[config.mk]
export PLATFORM = sky130hd
export DESIGN_NAME = lifo_drain
export DESIGN_NICKNAME = d
export VERILOG_FILES = /design/src/rtl/lifo_pkg.sv /design/src/rtl/lifo_drain.sv
export SDC_FILE = /design/constraint.sdc
export NUM_CORES = 1
export LEC_CHECK = 0
export BUFFER_PORTS_ARGS = -buffer_cell sky130_fd_sc_hd__buf_2
export CAP_MARGIN = 5
export CORE_ASPECT_RATIO = 1.75
export CORE_MARGIN = 2
export CORE_UTILIZATION = 25
export CTS_CLUSTER_SIZE = 12
export DETAILED_ROUTE_END_ITERATION = 10
export PLACE_DENSITY = 0.49
export REMOVE_ABC_BUFFERS = 1
export SLEW_MARGIN = 30
export SYNTH_ARGS = -nofsm -noshare
export SYNTH_HDL_FRONTEND = slang
export SYNTH_SLANG_ARGS = --single-unit
export TNS_END_PERCENT = 30
[constraint.sdc]
create_clock -name clk -period 1.3 [get_ports clk]
set_input_delay 0.065 -clock clk [delete_from_list [all_inputs] [get_ports clk]]
set_output_delay 0.065 -clock clk [all_outputs]
set_load 0.05 [all_outputs]
[src/rtl/lifo_pkg.sv]
// Shared definitions for the LIFO stack and its drain controller.
package lifo_pkg;

  localparam int LIFO_WIDTH = 8;
  localparam int LIFO_DEPTH = 8;

  // Width needed to hold a count of 0..depth inclusive.
  function automatic int cnt_w(input int depth);
    return $clog2(depth + 1);
  endfunction

  typedef enum logic [2:0] {
    IDLE,
    POP,
    CAPTURE,
    SEND,
    FIN
  } drain_state_t;

endpackage

[src/rtl/lifo_drain.sv]
// Drains up to cmd_count words (or all, when 0) from the LIFO onto a valid/ready
// stream in pop order, one outstanding pop at a time.
module lifo_drain
  import lifo_pkg::*;
#(
  parameter int WIDTH = LIFO_WIDTH,
  parameter int DEPTH = LIFO_DEPTH,
  parameter int CNT_W = cnt_w(DEPTH)
) (
  input  logic             clk,
  input  logic             rst,
  input  logic             cmd_valid,
  output logic             cmd_ready,
  input  logic [CNT_W-1:0] cmd_count,
  output logic             lifo_pop,
  input  logic             lifo_empty,
  input  logic [WIDTH-1:0] lifo_dout,
  output logic             busy,
  output logic             m_valid,
  input  logic             m_ready,
  output logic [WIDTH-1:0] m_data,
  output logic             m_last,
  output logic             done,
  output logic [CNT_W-1:0] done_count
);

  drain_state_t     r_state;
  logic [CNT_W-1:0] r_remaining;
  logic [CNT_W-1:0] r_delivered;
  logic             r_mode_all;
  logic             r_m_valid;
  logic [WIDTH-1:0] r_m_data;
  logic             r_m_last;
  logic             r_done;
  logic [CNT_W-1:0] r_done_count;

  assign cmd_ready  = (r_state == IDLE);
  assign busy       = (r_state != IDLE);
  // Pop is qualified by the live empty flag so an exhausted stack is never popped.
  assign lifo_pop   = (r_state == POP) && !lifo_empty;
  assign m_valid    = r_m_valid;
  assign m_data     = r_m_data;
  assign m_last     = r_m_last;
  assign done       = r_done;
  assign done_count = r_done_count;

  always_ff @(posedge clk) begin
    if (rst) begin
      r_state      <= IDLE;
      r_remaining  <= '0;
      r_delivered  <= '0;
      r_mode_all   <= 1'b0;
      r_m_valid    <= 1'b0;
      r_m_data     <= '0;
      r_m_last     <= 1'b0;
      r_done       <= 1'b0;
      r_done_count <= '0;
    end else begin
      r_done <= 1'b0;
      case (r_state)
        IDLE: begin
          if (cmd_valid) begin
            r_remaining <= cmd_count;
            r_mode_all  <= (cmd_count == '0);
            r_delivered <= '0;
            r_state     <= POP;
          end
        end
        POP: begin
          if (lifo_empty) begin
            r_done       <= 1'b1;
            r_done_count <= r_delivered;
            r_state      <= FIN;
          end else begin
            r_state <= CAPTURE;
          end
        end
        CAPTURE: begin
          // lifo_empty already reflects the index after the pop just issued.
          r_m_data  <= lifo_dout;
          r_m_valid <= 1'b1;
          r_m_last  <= (!r_mode_all && (r_remaining == CNT_W'(1))) || lifo_empty;
          if (!r_mode_all) r_remaining <= r_remaining - CNT_W'(1);
          r_state   <= SEND;
        end
        SEND: begin
          if (m_ready) begin
            r_delivered <= r_delivered + CNT_W'(1);
            r_m_valid   <= 1'b0;
            r_m_last    <= 1'b0;
            if (r_m_last) begin
              r_done       <= 1'b1;
              r_done_count <= r_delivered + CNT_W'(1);
              r_state      <= FIN;
            end else begin
              r_state <= POP;
            end
          end
        end
        FIN: begin
          r_state <= IDLE;
        end
        default: begin
          r_state <= IDLE;
        end
      endcase
    end
  end

endmodule

==> metrics.md <==
| Metric | Value |
|---|---|
| Outcome | `finished with violations` |
| Failing checks | `setup timing` |
| Worst-path clk slew | `0.10 ns` |
| Crit. End Element | `flop` |
| Worst Hold Launch | `lifo_dout[2]` |
| Via Count | `1216` |
| Final WL | `3470 µm` |
| CTS sink cnt | `27` |
| Hold path depth | `3` |
| Max Slew Vio Count | `0` |
| Clk_lat worst skew | `0.28 ns` |
| Syn Area/Cell | `8.37 µm²` |
| RSZ-0062 raised after global routing | `true` |
| Initial Utilization | `25.7%` |
| Final net count | `219` |
| Die area | `0.00563 mm²` |
| Finished Cell Area | `0.00176 mm²` |
| Hold EP | `m_data[2]$_SDFFE_PP0P_` |
| Post-synthesis cell type count | `36` |
| Max Buffers Root-to-Sink | `2` |
| Pwr Density | `1090 mW/mm²` |
| H-Tree Depth | `1` |
| DRT iter0 DRCs | `20` |
| Most frequent cells in the layout | `buf_2, dfxtp_1, nand2_1, nor2_1, a21oi_1` |
| Gr ovfl total | `0` |
| Synthesized instance count | `150` |
| # IOs | `35` |
| Core Region | `0.00489 mm²` |
| Initial antenna violation count | `0` |
| Fin Clk Skew | `0.00216 ns` |
| Highest Clock Rate | `0.756 GHz` |
| Gpl congestion | `0.821` |
| Number of port buffers | `34` |
| Site row count | `34` |
| Area of the multi-input gates | `729 µm²` |
| Synth Warn # | `0` |
| HPWL Detailed | `2480 µm` |
| Flop-to-flop setup slack | `-0.02 ns` |
| Drt pass-1 iters | `4` |
| Avg WL per Cell | `13.8 µm` |
| Post-layout util | `35.9%` |
| Final WS setup | `-0.0235 ns` |
| ANT nets after route | `0` |
| Worst-Margin Slew | `0.562 ns` |
| Final Cycle Share | `102%` |
| Worst r2r src | `r_state[2]$_SDFFE_PP0P_` |
| Post-Syn Area | `0.00126 mm²` |
| Post-synthesis sequential area ratio | `43.0%` |
| CTS tree | `done` |
| Die height | `97.8 µm` |
| Minimum clock period | `1.32 ns` |
| Pleak | `0.734 nW` |
| CP required | `1.46 ns` |
| Main synth FF type | `dfxtp_1` |
| Crit Reg-Reg Endpoint | `r_delivered[0]$_SDFFE_PP0P_` |
| Final Hold Fails | `0` |
| WP data arrival | `1.48 ns` |
| Share of cells above drive strength 1 | `39.6%` |
| Largest net degree at the start of global routing | `28` |
| Vias per inst | `4.84` |
| Most common cell after layout, fill and taps aside | `buf_2` |
| Async S/R FF share, synth | `0%` |
| Post-CTS Hold Fix Bufs | `0` |
| Max-capacitance violation count | `0` |
| Seq cells post-synth | `27` |
| DRC errors left | `0` |
| P&R area growth vs syn | `39.8%` |
| Root Driver | `clkbuf_8` |
| ANT cells | `0` |
| Fill cell count | `510` |
| Setup-failing EPs final | `4` |
| VDD IR-drop max | `0.000695 V` |
| Num CTS Buffers | `3` |
| Vias in the first global route | `1227` |
| Type of origin of the critical path | `flop` |
| Total GRT Usage | `12.5%` |
| CP Class | `reg2reg` |
| CP max FO | `4` |
| Reg2reg path depth | `5` |
| Die X | `57.6 µm` |
| Reg area | `552 µm²` |
| EDFF count, synth | `0` |
| Slew HR | `62.5%` |
| First-pass GRT wire length | `5600 µm` |
| HP Class | `in2reg` |
| Placement Cell Area | `0.00154 mm²` |
worst max path at each step:
stage	endpoint	cells after the start	from	slack (ns)
global placement	r_delivered[0]$_SDFFE_PP0P_	5	r_state[2]$_SDFFE_PP0P_	-0.09
CTS	lifo_pop	4	r_state[2]$_SDFFE_PP0P_	-0.06
detailed placement	r_delivered[3]$_SDFFE_PP0P_	5	r_state[0]$_SDFFE_PP0P_	-0.08
global route	r_delivered[1]$_SDFFE_PP0P_	5	r_state[2]$_SDFFE_PP0P_	-0.09
floorplan	busy	2	r_state[1]$_SDFFE_PP0P_	-1.08
finish	r_delivered[0]$_SDFFE_PP0P_	5	r_state[2]$_SDFFE_PP0P_	-0.02
report_power, final:
part	internal, W	total, W	switching, W
logic	0.000193	0.000495	0.000303
clock network	0.000218	0.000506	0.000288
registers	0.000868	0.000905	0.0000370
total	0.00128	0.00191	0.000628
metrics by stage:
step	hold WS, ns	worst slack, ns	total power [W]	setup TNS (ns)	cells
global route	0.00586	-0.0853	0.00200	-0.881	251
CTS	0.00353	-0.0639	0.00191	-0.175	249
detailed placement	0.313	-0.0846	0.00135	-0.940	243
floorplan	0.127	-1.08	0.00119	-8.23	142
global placement	0.310	-0.0911	0.00135	-0.841	243
finish	0.0121	-0.0235	0.00191	-0.0580	251
Yosys cell counts, types with 2 or more instances:
cell	count	area [µm²]
dfxtp_1	27	541
nand2_1	25	93.8
nor2_1	16	60.1
a21oi_1	12	60.1
a211oi_1	6	45.0
nor3_1	5	25.0
ha_1	4	50.1
inv_1	4	15.0
nand3_1	4	20.0
nor2b_1	4	25.0
a31oi_1	3	18.8
buf_2	3	15.0
clkbuf_1	3	11.3
mux2i_1	3	30.0
nand3b_1	3	22.5
a21o_1	2	15.0
a21oi_2	2	17.5
buf_6	2	22.5
nand2b_1	2	12.5
nand4_1	2	12.5
o21ai_0	2	10.0
xor2_1	2	17.5
critical path: stages (launching register included):
cell      delay (ns)
dfxtp_4         0.39
nand3b_1        0.16
inv_2           0.08
a22oi_2         0.29
mux2i_1         0.22
nor2_1          0.05
flip-flops by register name, summed over array words and instances, names as in the netlist, 3 cells and up:
| signal | cells |
|---|---|
| r_remaining | 4 |
| done_count | 4 |
| r_state | 3 |
| m_data | 8 |
| r_delivered | 4 |
what timing repair did:
item / 4_1_cts / 5_1_grt
gates resized for setup: 22 / 14
buffers inserted: 2 / 1
endpoints found under the setup margin: 22 / 23
gates cloned: 0 / 1
pin swaps: 4 / 5
area by class of cell:
cell class | count | area share (%)
tap | 54 | 3.85
timing repair buffer | 51 | 19.4
inverter | 5 | 1.07
clock buffer | 3 | 2.35
sequential | 27 | 31.4
multi-input combinational | 110 | 41.5
clock inverter | 1 | 0.427
layer usage:
| metal | vias to the layer above | track usage (%) | part of all wire [%] |
|---|---|---|---|
| li1 | 612 | - | - |
| met2 | 25 | 23.2 | 56 |
| met1 | 571 | 13.0 | 38 |
| met4 | 0 | 6.26 | 2.4 |
| met5 | - | 0 | 0 |
| met3 | 8 | 1.72 | 3.5 |
kinds of logic (layout without fill, tap and decap cells):
kind of cell             after synthesis  count (layout)  synth area share [%]
multiplexers                           3               3                  2.39
AND/OR/NAND/NOR                       68              68                  26.2
flip-flops                            27              27                  43.0
adder cells (fa/ha/maj)                4               4                  3.98
buffers and inverters                 13              60                  5.38
XOR/XNOR                               2               2                  1.39
AO/OA/AOI/OAI                         33              33                  17.6
(Power assumes the default switching activity.)
